File: config.mk
export PLATFORM = sky130hd
export DESIGN_NAME = level_ctrl
export DESIGN_NICKNAME = d
export VERILOG_FILES = /design/src/rtl/level_pkg.sv /design/src/rtl/level_ctrl_key_edge.sv /design/src/rtl/level_ctrl.sv
export SDC_FILE = /design/constraint.sdc
export NUM_CORES = 1
export LEC_CHECK = 0
export BUFFER_PORTS_ARGS = -buffer_cell sky130_fd_sc_hd__buf_2
export CAP_MARGIN = 0
export CORE_UTILIZATION = 40
export CTS_CLUSTER_SIZE = 24
export DETAILED_ROUTE_END_ITERATION = 7
export HOLD_SLACK_MARGIN = 0.03
export PLACE_DENSITY = 0.79
export SYNTH_ARGS = -nofsm -noshare
export SYNTH_HDL_FRONTEND = slang
export SYNTH_SLANG_ARGS = --single-unit
File: constraint.sdc
create_clock -name frame_clk -period 2.3 [get_ports frame_clk]
set_clock_uncertainty 0.2 [all_clocks]
set_input_delay 0.46 -clock frame_clk [delete_from_list [all_inputs] [get_ports frame_clk]]
set_output_delay 0.46 -clock frame_clk [all_outputs]
set_load 0.01 [all_outputs]
File: src/rtl/level_pkg.sv
// Shared types and constants for the level sequencer: FSM state encoding,
// key codes and the per-level start/goal tile table.
package level_pkg;

  typedef enum logic [2:0] {
    ST_TITLE = 3'd0,
    ST_LOAD  = 3'd1,
    ST_PLAY  = 3'd2,
    ST_WIN   = 3'd3,
    ST_LOSE  = 3'd4,
    ST_DONE  = 3'd5
  } state_e;

  typedef logic [4:0] tile_t;

  localparam logic [7:0] KEY_ENTER = 8'h28;
  localparam logic [7:0] KEY_ESC   = 8'h29;

  localparam int MAX_LEVELS = 8;

  // Slots beyond the four designed levels repeat L0 so the table is always full.
  localparam tile_t START_X [MAX_LEVELS] = '{5'd6,  5'd2,  5'd2,  5'd16, 5'd6,  5'd6,  5'd6,  5'd6};
  localparam tile_t START_Y [MAX_LEVELS] = '{5'd6,  5'd2,  5'd18, 5'd2,  5'd6,  5'd6,  5'd6,  5'd6};
  localparam tile_t GOAL_X  [MAX_LEVELS] = '{5'd26, 5'd28, 5'd28, 5'd16, 5'd26, 5'd26, 5'd26, 5'd26};
  localparam tile_t GOAL_Y  [MAX_LEVELS] = '{5'd20, 5'd2,  5'd18, 5'd26, 5'd20, 5'd20, 5'd20, 5'd20};

  function automatic int cnt_width(input int n);
    return (n > 1) ? $clog2(n) : 1;
  endfunction

endpackage

File: src/rtl/level_ctrl_key_edge.sv
// Scans the eight HID key bytes for one key code and emits a one-frame
// pulse when that key goes from released to pressed.
module key_edge
  import level_pkg::*;
#(
  parameter logic [7:0] KEY_CODE = KEY_ENTER
) (
  input  logic        frame_clk,
  input  logic        Reset,
  input  logic [63:0] keycode,
  output logic        key_rise
);

  logic hit;
  logic prev_d, prev_q;

  always_comb begin
    hit = 1'b0;
    for (int i = 0; i < 8; i++) begin
      if (keycode[i*8 +: 8] == KEY_CODE) hit = 1'b1;
    end
    prev_d   = hit;
    key_rise = hit & ~prev_q;
  end

  // Reset to "pressed" so a key held through Reset is not seen as a new press.
  always_ff @(posedge frame_clk) begin
    if (Reset) prev_q <= 1'b1;
    else       prev_q <= prev_d;
  end

endmodule

File: src/rtl/level_ctrl.sv
// Game-level sequencer: title/play/win/lose flow, per-level timer and the
// start/goal tiles handed to the ball block.
//
// state | meaning
// TITLE | waiting for Enter to begin at level 0
// LOAD  | one frame: latch level tiles, clear timer
// PLAY  | ball released, timer running
// WIN   | goal reached, holding before next level
// LOSE  | time ran out, Enter retries, Esc quits
// DONE  | all levels cleared, Enter returns to title
module level_ctrl
  import level_pkg::*;
#(
  parameter int NUM_LEVELS     = 4,
  parameter int FRAMES_PER_SEC = 60,
  parameter int TIME_LIMIT     = 99,
  parameter int WIN_HOLD       = 120
) (
  input  logic        frame_clk,
  input  logic        Reset,
  input  logic [63:0] keycode,
  input  logic        success,
  output logic        ball_reset,
  output logic [2:0]  level,
  output logic [4:0]  startx,
  output logic [4:0]  starty,
  output logic [4:0]  goalx,
  output logic [4:0]  goaly,
  output logic [6:0]  time_sec,
  output logic [2:0]  state_o,
  output logic        game_done
);

  localparam int FC_W = cnt_width(FRAMES_PER_SEC);
  localparam int HC_W = cnt_width(WIN_HOLD);

  localparam logic [FC_W-1:0] FC_LAST   = FC_W'(FRAMES_PER_SEC - 1);
  localparam logic [HC_W-1:0] HC_LAST   = HC_W'(WIN_HOLD - 1);
  localparam logic [6:0]      T_LIMIT   = 7'(TIME_LIMIT);
  localparam logic [2:0]      LVL_LAST  = 3'(NUM_LEVELS - 1);
  localparam logic [3:0]      LVL_COUNT = 4'(NUM_LEVELS);

  logic enter_rise, esc_rise;

  key_edge #(.KEY_CODE(KEY_ENTER)) u_enter (
    .frame_clk (frame_clk),
    .Reset     (Reset),
    .keycode   (keycode),
    .key_rise  (enter_rise)
  );

  key_edge #(.KEY_CODE(KEY_ESC)) u_esc (
    .frame_clk (frame_clk),
    .Reset     (Reset),
    .keycode   (keycode),
    .key_rise  (esc_rise)
  );

  state_e          state_d, state_q;
  logic [2:0]      level_d, level_q;
  logic [FC_W-1:0] frame_cnt_d, frame_cnt_q;
  logic [HC_W-1:0] hold_cnt_d, hold_cnt_q;
  logic [6:0]      time_sec_d, time_sec_q;
  tile_t           startx_d, startx_q, starty_d, starty_q;
  tile_t           goalx_d, goalx_q, goaly_d, goaly_q;
  logic            ball_reset_d, ball_reset_q;
  logic            game_done_d, game_done_q;
  logic [2:0]      tbl_idx;

  // Out-of-range level indices fall back to the first table entry.
  assign tbl_idx = ({1'b0, level_q} < LVL_COUNT) ? level_q : 3'd0;

  always_comb begin
    state_d     = state_q;
    level_d     = level_q;
    frame_cnt_d = frame_cnt_q;
    hold_cnt_d  = hold_cnt_q;
    time_sec_d  = time_sec_q;
    startx_d    = startx_q;
    starty_d    = starty_q;
    goalx_d     = goalx_q;
    goaly_d     = goaly_q;

    case (state_q)
      ST_TITLE: begin
        if (enter_rise) state_d = ST_LOAD;
      end

      ST_LOAD: begin
        startx_d    = START_X[tbl_idx];
        starty_d    = START_Y[tbl_idx];
        goalx_d     = GOAL_X[tbl_idx];
        goaly_d     = GOAL_Y[tbl_idx];
        frame_cnt_d = '0;
        time_sec_d  = '0;
        state_d     = ST_PLAY;
      end

      ST_PLAY: begin
        if (esc_rise) begin
          state_d = ST_TITLE;
          level_d = '0;
        end else if (success) begin
          state_d    = ST_WIN;
          hold_cnt_d = '0;
        end else if (time_sec_q == T_LIMIT) begin
          state_d = ST_LOSE;
        end else if (frame_cnt_q == FC_LAST) begin
          frame_cnt_d = '0;
          if (time_sec_q < T_LIMIT) time_sec_d = time_sec_q + 7'd1;
        end else begin
          frame_cnt_d = frame_cnt_q + FC_W'(1);
        end
      end

      ST_WIN: begin
        if (hold_cnt_q == HC_LAST) begin
          if (level_q == LVL_LAST) begin
            state_d = ST_DONE;
          end else begin
            level_d = level_q + 3'd1;
            state_d = ST_LOAD;
          end
        end else begin
          hold_cnt_d = hold_cnt_q + HC_W'(1);
        end
      end

      ST_LOSE: begin
        if (esc_rise) begin
          state_d = ST_TITLE;
          level_d = '0;
        end else if (enter_rise) begin
          state_d = ST_LOAD;
        end
      end

      ST_DONE: begin
        if (enter_rise) begin
          state_d = ST_TITLE;
          level_d = '0;
        end
      end

      default: begin
        state_d = ST_TITLE;
        level_d = '0;
      end
    endcase

    // Registered from next state so they line up with state_o.
    ball_reset_d = (state_d != ST_PLAY);
    game_done_d  = (state_d == ST_DONE);
  end

  always_ff @(posedge frame_clk) begin
    if (Reset) begin
      state_q      <= ST_TITLE;
      level_q      <= '0;
      frame_cnt_q  <= '0;
      hold_cnt_q   <= '0;
      time_sec_q   <= '0;
      startx_q     <= START_X[0];
      starty_q     <= START_Y[0];
      goalx_q      <= GOAL_X[0];
      goaly_q      <= GOAL_Y[0];
      ball_reset_q <= 1'b1;
      game_done_q  <= 1'b0;
    end else begin
      state_q      <= state_d;
      level_q      <= level_d;
      frame_cnt_q  <= frame_cnt_d;
      hold_cnt_q   <= hold_cnt_d;
      time_sec_q   <= time_sec_d;
      startx_q     <= startx_d;
      starty_q     <= starty_d;
      goalx_q      <= goalx_d;
      goaly_q      <= goaly_d;
      ball_reset_q <= ball_reset_d;
      game_done_q  <= game_done_d;
    end
  end

  assign ball_reset = ball_reset_q;
  assign level      = level_q;
  assign startx     = startx_q;
  assign starty     = starty_q;
  assign goalx      = goalx_q;
  assign goaly      = goaly_q;
  assign time_sec   = time_sec_q;
  assign state_o    = state_q;
  assign game_done  = game_done_q;

endmodule

=== Yosys cells after proc, flatten, opt, wreduce, memory -nomap -nowiden ===
Memory sizes are Yosys's and may differ from the RTL's. A register that Yosys moved wholly into a read port is not among the register bits.
Cells that the tools add are included.
Widths: inputs -> output; s select.

* Add/sub/neg operators: 4
* Order comparisons: 2
* Equality and inequality tests: 38
* Mux-type cells: 46
* Bitwise gates (word level): 6
* Reduce and logical (&&, ||, !) cells: 9

{| class="wikitable"
|+ Operators by type and width
! operator !! number
|-
| $eq 8x6->1 const B || 16
|-
| $mux 7 || 8
|-
| $mux 3 || 13
|-
| $pmux 7 s2 || 2
|-
| $mux 6 || 4
|-
| $ne 2x2->1 const B || 10
|-
| $pmux 3 s6 || 1
|-
| $mux 1 || 16
|-
| $add 7x1->7 const B || 2
|-
| $eq 7x7->1 const B || 2
|-
| $pmux 3 s4 || 1
|-
| $pmux 6 s2 || 1
|-
| $eq 3x2->1 const B || 3
|-
| $eq 3x3->1 const B || 3
|-
| $reduce_and 4->1 || 2
|-
| $lt 7x7->1 const B || 1
|-
| $add 6x1->6 const B || 1
|-
| $eq 6x6->1 const B || 1
|-
| $reduce_and 6->1 || 1
|-
| $reduce_and 5->1 || 1
|-
| $not 3->4 || 1
|-
| $reduce_bool 2->1 || 2
|-
| $reduce_or 2->1 || 2
|-
| $add 3x1->3 const B || 1
|-
| other kinds (7) || 10
|}

* Register bits: 30
* ROM bits: 160
* Input port bits: 67
* Output and inout bits: 35
* Logic and storage cells: 118
* Memories kept: 4

{| class="wikitable"
|+ Memory list
! name !! depth !! bits a word !! rd ports !! clocked after memory_dff !! wr ports !! RTL line !! source
|-
| (name not given) || 8 || 5 || 1 || 1 || 0 || level_ctrl.sv:93 || <nowiki>goaly_d = GOAL_Y[tbl_idx];</nowiki>
|-
| (name not given) || 8 || 5 || 1 || 1 || 0 || level_ctrl.sv:92 || <nowiki>goalx_d = GOAL_X[tbl_idx];</nowiki>
|-
| (name not given) || 8 || 5 || 1 || 1 || 0 || level_ctrl.sv:91 || <nowiki>starty_d = START_Y[tbl_idx];</nowiki>
|-
| (name not given) || 8 || 5 || 1 || 1 || 0 || level_ctrl.sv:90 || <nowiki>startx_d = START_X[tbl_idx];</nowiki>
|}

=== Depth between registers and ports, before layout ===
Gate-level depths: netlist of the first run.

* Depth in word-level cells: 14
* Depth in mapped cells: 9
* Gate-level depth less buffers: 7

=== Cells and area by module ===
From an unflattened synthesis of the first run, not the netlist that was laid out.

* Cell total of the unflattened synthesis: 284
* Area, all modules: 2424.8 um^2

{| class="wikitable"
|+ By module, submodules not included
! module !! times used !! cells an instance !! area each (um^2) !! sequential area each (um^2)
|-
| level_ctrl || 1 || 226 || 1898.1 || 700.7
|-
| key_edge (u_esc) || 1 || 29 || 272.8 || 20.0
|-
| key_edge (u_enter) || 1 || 29 || 254.0 || 20.0
|}

=== Least setup slack after synthesis of the first run ===
OpenSTA, ideal clock, no wires.

* Path type: input-to-reg
* Start: in keycode[20]
* End: reg level_q[0], in the netlist level[0]
* Library setup time: 0.072 ns
* Arrival time: 2.268 ns
* Data required time: 2.028 ns
* Path slack: -0.239 ns
* Stages on the path: 6
* Path buffers: 0
* Cell sequence: or4b_4 > or4_1 > and4_4 > a21o_1 > o211ai_4 > mux2i_1

* Longest elaborated chain between the ends: 10
* Elaborated cells between the ends (all ways): 19
* Classes of those cells: 4 x eq/ne; 12 x mux; 2 x bitwise; 1 x reduce/logical

{| class="wikitable"
|+ Ends and longest elaborated chain
! element !! RTL line !! source
|-
| start, declared || level_ctrl.sv:21 || <nowiki>input logic [63:0] keycode,</nowiki>
|-
| $eq 8x6->1 || level_ctrl_key_edge.sv:20 || <nowiki>if (keycode[i*8 +: 8] == KEY_CODE) hit = 1'b1;</nowiki>
|-
| $mux 1 (6 in a row) || level_ctrl_key_edge.sv:20 ||
|-
| $and 1x1->1 || level_ctrl_key_edge.sv:23 || <nowiki>key_rise = hit & ~prev_q;</nowiki>
|-
| $ne 2x2->1 (no source line) or $ne 2x1->1 (tied branches) || n/a ||
|-
| $reduce_and 5->1 (no source line) (*) || n/a ||
|-
| end signal, assigned || level_ctrl.sv:171 || <nowiki>level_q <= level_d;</nowiki>
|-
| end, declared || level_ctrl.sv:60 || <nowiki>logic [2:0] level_d, level_q;</nowiki>
|}

Mark *: on every way between the ends. The rest lies on a longest branch, timed or not.
A chain may end at the register's enable or synchronous reset.

=== Worst setup path after layout of the first run ===
* Start: in keycode[20]
* End: reg state_q[2], in the netlist state_o[2]

* Longest elaborated chain between the ends: 11
* Elaborated cells between the ends (all ways): 21
* Classes of those cells: 2 x eq/ne; 17 x mux; 2 x bitwise

{| class="wikitable"
|+ Ends and longest elaborated chain
! element !! RTL line !! source
|-
| $eq 8x6->1 || level_ctrl_key_edge.sv:20 ||
|-
| $mux 1 (6 in a row) || level_ctrl_key_edge.sv:20 ||
|-
| $and 1x1->1 || level_ctrl_key_edge.sv:23 ||
|-
| $mux 3 || level_ctrl.sv:86, level_ctrl.sv:133 ||
|-
| $mux 3 || level_ctrl.sv:130 || <nowiki>if (esc_rise) begin</nowiki>
|-
| $pmux 3 s6 (*) || level_ctrl.sv:84 || <nowiki>case (state_q)</nowiki>
|-
| end signal, assigned || level_ctrl.sv:170 || <nowiki>state_q <= state_d;</nowiki>
|-
| end, declared || level_ctrl.sv:59 || <nowiki>state_e state_d, state_q;</nowiki>
|}

Marks and branches as above.

==> flow_metrics.tcl, run 1 <==
set metrics [dict create \
    grt_overflow_total 0 \
    wl_per_cell_um 13.4 \
    dr.pass1.iters 4 \
    cts.sinks 37 \
    routed_wl_um 6560 \
    gp_congestion 0.831 \
    crit_fanout 3 \
    fin_crit_ns 2.43 \
    power_density_nw_per_um2 434 \
    hold_buffers 0 \
    synth_most_common_cell "dfxtp_1" \
    dp_hpwl_um 4940 \
    setup_ws_ns -0.131 \
    numPortBuffers 93 \
    htree_levels 2 \
    violations "setup timing" \
    slew_headroom_pct 41.0 \
    rrSetupSlack_ns 0.08 \
    synth_cell_types 66 \
    grtUsageTotal_pct 21.2 \
    die_area_um2 6730 \
    syn_to_final_growth_pct 35.0 \
    whs_ns 0.260 \
    grt_max_degree 23 \
    layout.nets 491 \
    startpoint_type "primary input" \
    die_height_um 82.0 \
    layout-drive-gt1-share_pct 41.8 \
    p_int_uw 1160 \
    synth_commonest_cells "37 x dfxtp_1, 31 x nand2_1, 19 x a21oi_1" \
    fin_crit_sh_pct 106 \
    path_class "in -> reg" \
    rsz0062_at_grt "yes" \
    synthFlopType "dfxtp_1" \
    p_total_uw 1500 \
    drtAntennaViolNets 0 \
    syn_inst 300 \
    worst_pin_slew_ns 0.877 \
    post-route-drc-count 0 \
    cts_made_buffers 5 \
    leakage_uw 0.00148 \
    setup_viol 22 \
    ys_warn_count 0 \
    clkLatencyLatePin_ns 0.30 \
    r2r_end "time_sec[3]" \
    vias 2691 \
    power_frac_seq_pct 43.5 \
    cp-startpoint "keycode[20]" \
    reg2regPathDepth 6 \
    peakVddDrop_v 0.000279 \
    drv_cap 0 \
    critPathArrivalTime_ns 2.42 \
    syn-cell-area_um2 2560 \
    grt_pass1_wl_um 11100 \
    pwr-share-comb_pct 11.4 \
    cts_root_buf "clkbuf_8" \
    hold_viol_final 0 \
    synth_edf_count 0 \
    end_kind "flop" \
    dieWidth_um 82.0 \
    grt_pass1_vias 2584 \
    crit_path_end "state_o[2]" \
    drt_iter0_drc 108 \
    nFillCells 575 \
    initial_core_util_pct 42.3 \
    setup_tns_ns -1.05 \
    clock_path_buffers 2 \
    r2r-start "state_o[1]" \
    fmax_mhz 411 \
    synth.ff_latch_count 37 \
    rows 28 \
    final_core_utilization_pct 57.1 \
    core_area_um2 6060 \
    clockPowerShare_pct 45.1 \
    drv_slew 0 \
    cts_tree "yes" \
    hold_class "reg -> reg" \
    grt_antenna_before_repair 0 \
    diodes 0 \
    yosys-top-cells-area "dfxtp_1 29%, ha_1 5.4%, nand2_1 4.5%" \
    avgSynthCellArea_um2 8.54 \
    netSwitchingFraction_pct 22.7 \
    ios 102 \
    vias_per_cell 5.50 \
    clkTransAtPathRegs_ns 0.08 \
    status "finished with violations" \
    p_switching_uw 340 \
    synth_largest_area_cell "dfxtp_1" \
    cp_data_required_time_ns 2.29 \
    seq_area_frac_synth_pct 28.9 \
    synth_top_area_share_pct 28.9 \
    synth_async_sr_flop_share_pct 0 \
]
-- power by group through the flow --
stage	logic (uW)	clock network, uW	registers [uW]
after floorplan	82.5	0	669
after global placement	158	0	668
after global routing	190	717	655
after detailed placement	162	0	668
after CTS	169	684	654
final	171	677	654
-- layout make-up --
class	count	area, um2	area share [%]
Tap cell	75	93.8	2.71
Inverter	11	41.3	1.19
Clock buffer	5	68.8	1.99
Timing Repair Buffer	126	736	21.3
Multi-Input combinational cell	232	1710	49.5
Clock inverter	3	65.1	1.88
Sequential cell	37	741	21.4
-- flip-flops by register name, indices dropped and copies added, names as in the netlist --
signal,cells
level,3
hold_cnt_q,7
u_enter.prev_q,1
game_done,1
starty,1
goaly,3
state_o,3
frame_cnt_q,6
goalx,2
time_sec,7
ball_reset,1
u_esc.prev_q,1
startx,1
-- cell families (layout without fill, tap and decap cells) --
| group | after synthesis | after routing | synth area share [%] |
|---|---|---|---|
| buffers and inverters | 37 | 145 | 8.40 |
| AO/OA/AOI/OAI | 76 | 76 | 23.6 |
| other | 2 | 8 | 0.293 |
| multiplexers | 3 | 3 | 1.17 |
| flip-flops | 37 | 37 | 28.9 |
| AND/OR/NAND/NOR | 134 | 134 | 32.3 |
| adder cells (fa/ha/maj) | 11 | 11 | 5.37 |
-- worst max-delay path, stage by stage --
cell and delay, ns:
buf_6 0.09, or4b_4 0.53, or4_4 0.49, and4_4 0.23, a21o_4 0.22, buf_4 0.14
a22oi_2 0.15, o211ai_1 0.11
-- metal layers --
layer / routed length (um) / share of wire (%) / GRT usage, % / vias to the layer above
met2: 3420 / 52 / 39.3 / 69
met4: 113 / 1.7 / 7.72 / 0
met3: 287 / 4.4 / 3.67 / 13
met1: 2740 / 42 / 23.8 / 1267
met5: 0 / 0 / 0 / -
li1: - / - / - / 1342
-- placed cells by master (no fill, tap or decap), types with 4 or more instances in the layout --
master    instances
a21oi_1          19
a31oi_1           4
and2_1            4
buf_2            92
buf_4            31
clkbuf_8          5
conb_1            8
dfxtp_1          37
ha_1             11
inv_1            11
nand2_1          31
nand2b_1          8
nand3_1          13
nand4_1           9
nor2_1           14
nor2b_1           6
nor3_2            4
o211ai_1          6
o21ai_0           4
o21ai_1           5
o31ai_1           6
or3_1             4
or4_1             9
or4b_4            5
-- worst min path at each step --
stage / cells past startpoint / startpoint / to
2_1_floorplan: 2 / hold_cnt_q[6] / hold_cnt_q[6]
3_3_place_gp: 2 / starty[4] / starty[4]
3_5_place_dp: 2 / goalx[2] / goalx[2]
4_1_cts: 2 / goalx[2] / goalx[2]
5_1_grt: 2 / goalx[2] / goalx[2]
6_report: 2 / goalx[2] / goalx[2]
-- stage by stage --
step                setup slack [ns]  area [um2]  cells
floorplan                     -0.217        2590    306
CTS                           -0.113        3420    488
global route                  -0.172        3460    489
global placement              -0.413        3220    479
finish                        -0.131        3460    489
detailed placement            -0.433        3220    479
-- what timing repair did --
item                                    CTS  global route
endpoints found under the setup margin   23            28
resized for setup                        10             6
setup buffers                             1             1
pin swaps                                 0             4
Power figures use the tool's default switching activity.
==> run 2: changes to the inputs <==
--- a/config.mk
+++ b/config.mk
@@ -7,6 +7,7 @@
 export LEC_CHECK = 0
 export BUFFER_PORTS_ARGS = -buffer_cell sky130_fd_sc_hd__buf_2
 export CAP_MARGIN = 0
+export CORE_ASPECT_RATIO = 0.8
 export CORE_UTILIZATION = 40
 export CTS_CLUSTER_SIZE = 24
 export DETAILED_ROUTE_END_ITERATION = 7
==> run 2 against run 1 <==
Against the previous run: the run still ends with setup timing left; hold slack improved by 0.0036 ns; critical path depth fell by 1; combinational power is essentially flat; sequential share of layout area is 0.37 points higher; via count shrank 0.82%; first-iteration DRC count unchanged; clock power down 25%; global-route usage is 1.2 points lower; non-clock buffer count fell by 11; largest power group is now registers.
==> flow_metrics.tcl, run 2 (same netlist as run 1, synthesis figures left out) <==
set metrics [dict create \
    crit_fanout 3 \
    wl_per_cell_um 13.6 \
    final_cell_mix "90 x buf_2, 37 x dfxtp_1, 31 x nand2_1, 21 x buf_4, 18 x a21oi_1" \
    end_kind "flop" \
    leakage_uw 0.00143 \
    clkLatencyLatePin_ns 0.29 \
    cp_data_required_time_ns 2.30 \
    critPathArrivalTime_ns 2.44 \
    core_area_um2 6040 \
    syn_to_final_growth_pct 32.7 \
    grt_pass1_wl_um 10800 \
    grt_overflow_total 0 \
    routed_wl_um 6580 \
    die_area_um2 6730 \
    clkTransAtPathRegs_ns 0.07 \
    ios 102 \
    vias_per_cell 5.51 \
    gp_congestion 0.812 \
    fmax_mhz 410 \
    grt_max_degree 26 \
    cts_root_buf "clkbuf_8" \
    drv_cap 0 \
    hold_viol_final 0 \
    fin_crit_ns 2.44 \
    nFillCells 557 \
    vias 2669 \
    cts.sinks 37 \
    numPortBuffers 93 \
    drt_iter0_drc 108 \
    cts_tree "yes" \
    worst_pin_slew_ns 0.901 \
    initial_core_util_pct 42.4 \
    grt_antenna_before_repair 0 \
    drv_slew 0 \
    rsz0062_at_grt "yes" \
    htree_levels 2 \
    hold_buffers 0 \
    layout-drive-gt1-share_pct 40.9 \
    post-route-drc-count 0 \
    finalInstanceArea_um2 3400 \
    final_core_utilization_pct 56.3 \
    peakVddDrop_v 0.000204 \
    place_area_um2 3160 \
    status "finished with violations" \
    p_total_uw 1330 \
    grtUsageTotal_pct 20.0 \
    violations "setup timing" \
    slew_headroom_pct 39.4 \
    dp_hpwl_um 5150 \
    layout.nets 480 \
    power_density_nw_per_um2 392 \
    final_common_cell "buf_2" \
    fin_crit_sh_pct 106 \
    path_class "in -> reg" \
    grt_pass1_vias 2445 \
    drtAntennaViolNets 0 \
    clock_path_buffers 2 \
    dieWidth_um 91.5 \
    cts_made_buffers 5 \
    hold_class "reg -> reg" \
    dr.pass1.iters 5 \
    startpoint_type "primary input" \
    setup_viol 17 \
    rows 25 \
    diodes 0 \
    die_height_um 73.6 \
    setup_ws_ns -0.138 \
    whs_ns 0.263 \
]
==> run 2: final timing paths <==
kind,cells after the start,startpoint,to,slack (ns)
worst min register to register,2,starty[4],starty[4],0.26
worst max-delay path,7,keycode[20],ball_reset,-0.14
worst min-delay path,2,starty[4],starty[4],0.26
worst max register to register,7,frame_cnt_q[0],time_sec[4],0.08
==> run 2: critical path, cell delays in order <==
cell,delay [ns]
buf_6,0.09
or4b_4,0.55
or4_1,0.48
and4_4,0.23
a2111oi_4,0.35
a221oi_2,0.08
o21ai_1,0.20
==> run 2: final cells by class <==
cell class                 count  area [um2]  share of cell area, %
clock buffer                   7        96.3                   2.83
clock inverter                 1        5.00                  0.147
sequential                    37         741                   21.8
tap                           81         101                   2.98
timing repair buffer         115         662                   19.5
multi-input combinational    232        1750                   51.6
inverter                      11        41.3                   1.21
==> run 2: stage by stage <==
step,TNS [ns],setup slack [ns],cells
floorplan,-4.26,-0.217,306
CTS,-1.45,-0.130,483
detailed placement,-11.72,-0.494,475
global placement,-10.23,-0.440,475
global route,-2.65,-0.161,484
finish,-1.31,-0.138,484
==> run 2: power breakdown <==
group	internal, uW	switching, uW
Clock	271	234
Combinational	84.1	88.6
Sequential	647	7.85
Total	1000	330
==> run 2: routing by layer <==
metal / GRT usage (%) / up-vias / share of wire [%]
li1: - / 1324 / -
met1: 23.8 / 1224 / 44
met2: 36.2 / 107 / 49
met3: 4.24 / 14 / 5.7
met4: 6.35 / 0 / 1.3
met5: 0 / - / 0
==> run 2: timing repair <==
item,CTS,global route
setup buffers,0,1
cloned,0,0
pin swaps,4,7
setup endpoints to repair,26,26
gates resized for setup,13,11
==> run 3: changes to the inputs <==
--- a/config.mk
+++ b/config.mk
@@ -15,4 +15,5 @@
 export PLACE_DENSITY = 0.79
 export SYNTH_ARGS = -nofsm -noshare
 export SYNTH_HDL_FRONTEND = slang
+export SYNTH_HIERARCHICAL = 1
 export SYNTH_SLANG_ARGS = --single-unit
==> run 3 against run 2 <==
Against the previous run: the run now ends clean; hold slack better by 0.0020 ns; final cell count decreased by 2.5%; first-iteration DRC count down 6.5%; area after synthesis down 5.4%; via count is 9.1% lower; sequential power grew 3%; utilization increased by 1.8 points; count of clock-buffer cells in the layout down 2.
==> flow_metrics.tcl, run 3 <==
set metrics [dict create \
    die_height_um 71.6 \
    cpMaxStageDelayCell "nor4bb_1" \
    rsz0062_at_grt "yes" \
    syn_inst 284 \
    diodes 0 \
    synth_cell_types 51 \
    initial_core_util_pct 43.0 \
    cts_tree "yes" \
    p_total_uw 1560 \
    drv_cap 0 \
    syn-cell-area_um2 2420 \
    cpPeakStageDelay_ns 0.37 \
    core_area_um2 5650 \
    hold_class "reg -> reg" \
    worst_pin_slew_ns 0.585 \
    end_kind "flop" \
    dieWidth_um 89.1 \
    synth_async_sr_flop_share_pct 0 \
    reg2regPathDepth 6 \
    dp_cells 462 \
    rows 24 \
    dr.pass1.iters 4 \
    clkTransAtPathRegs_ns 0.08 \
    crit_buf_inv 2 \
    setup_viol 0 \
    cp_data_required_time_ns 2.33 \
    numPortBuffers 93 \
    final_common_cell "buf_2" \
    synth_most_common_cell "nand2_1" \
    nFillCells 507 \
    hold_viol_final 0 \
    synth_edf_count 0 \
    synth.ff_latch_count 37 \
    synthFlopType "dfxtp_1" \
    layout-drive-gt1-share_pct 40.4 \
    power_density_nw_per_um2 474 \
    clock_path_buffers 2 \
    cp-startpoint "keycode[57]" \
    routed_wl_um 6220 \
    layout.nets 471 \
    hold_start "goaly[4]" \
    die_area_um2 6380 \
    ios 102 \
    slew_headroom_pct 60.8 \
    grt_max_degree 24 \
    path_class "in -> reg" \
    avgSynthCellArea_um2 8.54 \
    post-route-drc-count 0 \
    fmax_mhz 439 \
    syn_to_final_growth_pct 35.4 \
    grt_overflow_total 0 \
    critPathTopFamily "simple AND/OR/NAND/NOR gates" \
    wl_per_cell_um 13.2 \
    grt_antenna_before_repair 0 \
    whs_ns 0.265 \
    htree_levels 2 \
    cts.sinks 37 \
    ys_warn_count 6 \
    crit_fanout 8 \
    gp_congestion 0.815 \
    vias_per_cell 5.14 \
    fin_crit_sh_pct 99.1 \
    final_cell_mix "93 x buf_2, 44 x nand2_1, 37 x dfxtp_1, 26 x nor2_1, 22 x buf_4" \
    drtAntennaViolNets 0 \
    status "completed" \
    fin_crit_ns 2.28 \
    synth_largest_area_cell "dfxtp_1" \
    drv_slew 0 \
    grt_pass1_wl_um 9690 \
    leakage_uw 0.00139 \
    grt_pass1_vias 2305 \
    instances_no_fill 472 \
    critPathArrivalTime_ns 2.30 \
    seq_area_frac_synth_pct 30.5 \
    worstHoldPathCells 1 \
    vias 2426 \
    startpoint_type "primary input" \
    yosys-top-cells-area "dfxtp_1 31%, nand2_1 6.8%, ha_1 5.7%" \
    clkLatencyLatePin_ns 0.29 \
    r2r-start "state_o[2]" \
    synth_commonest_cells "44 x nand2_1, 37 x dfxtp_1, 27 x nor2_1" \
    cts_made_buffers 5 \
    synth_top_area_share_pct 30.5 \
    drt_iter0_drc 101 \
    grtUsageTotal_pct 19.4 \
    dp_hpwl_um 4690 \
    cts_root_buf "clkbuf_8" \
    cp.depth 11 \
    path_cells "buf_2, nor4bb_1, nand2_1, and4_4, a21oi_4, nor2_2, a41oi_2, a211oi_4, buf_6, nand4_1, mux2i_1" \
    peakVddDrop_v 0.000317 \
]
run 3: cell count changes after synthesis, moves of 7 or more:
cell | before | now
nor2_1 | 14 | 27
nand3_1 | 13 | 4
nor4b_1 | 1 | 15
or4_1 | 11 | 0
nor4bb_1 | 0 | 7
nor4b_2 | 0 | 9
nand2_1 | 31 | 44
run 3: report_power, final:
part           internal (uW)  switching (uW)
clock network            325             254
registers                658            14.0
logic                    153             152
run 3: stage by stage:
stage / setup TNS [ns] / util (%) / instance area [um2] / setup slack [ns]
after floorplan: 0 / - / 2460 / 0.0137
after global placement: -3.63 / 54.1 / 3060 / -0.217
after detailed placement: -4.68 / 54.1 / 3060 / -0.265
after CTS: 0 / 56.2 / 3170 / 0.0445
after global routing: -0.386 / 58.2 / 3280 / -0.0654
final: 0 / 58.2 / 3280 / 0.0212
run 3: worst paths after layout:
check / slack, ns / to
min: 0.27 / goaly[4]
max: 0.02 / time_sec[4]
max reg2reg: 0.25 / time_sec[2]
min reg2reg: 0.27 / goaly[4]
run 3: logic make-up after synthesis:
family | Yosys count | synth area share [%]
adder cells (fa/ha/maj) | 12 | 6.09
buffers and inverters | 25 | 6.04
multiplexers | 4 | 1.65
AND/OR/NAND/NOR | 145 | 37.7
AO/OA/AOI/OAI | 49 | 14.0
flip-flops | 37 | 30.5
other | 2 | 0.310
XOR/XNOR | 10 | 3.61
run 3: routing by layer:
metal  share of wire [%]  up-vias  track usage, %
met5                   0        -               0
met4                 1.5        0            6.17
met3                 4.1       13            3.92
met2                  50       61            33.7
met1                  44     1116            24.0
li1                    -     1236               -
run 3: repair_timing:
item	in CTS	in global routing
resized for setup	0	17
hold endpoints to repair	0	0
buffers inserted	0	2
setup endpoints to repair	0	20
hold buffers	0	0
run 3: final cells by class:
class | instances | area (um2) | area share, %
clock buffer | 5 | 68.8 | 2.10
clock inverter | 3 | 46.3 | 1.41
inverter | 5 | 18.8 | 0.572
multi-input combinational | 228 | 1670 | 50.8
sequential | 37 | 741 | 22.6
tap | 78 | 97.6 | 2.97
timing repair buffer | 116 | 642 | 19.6
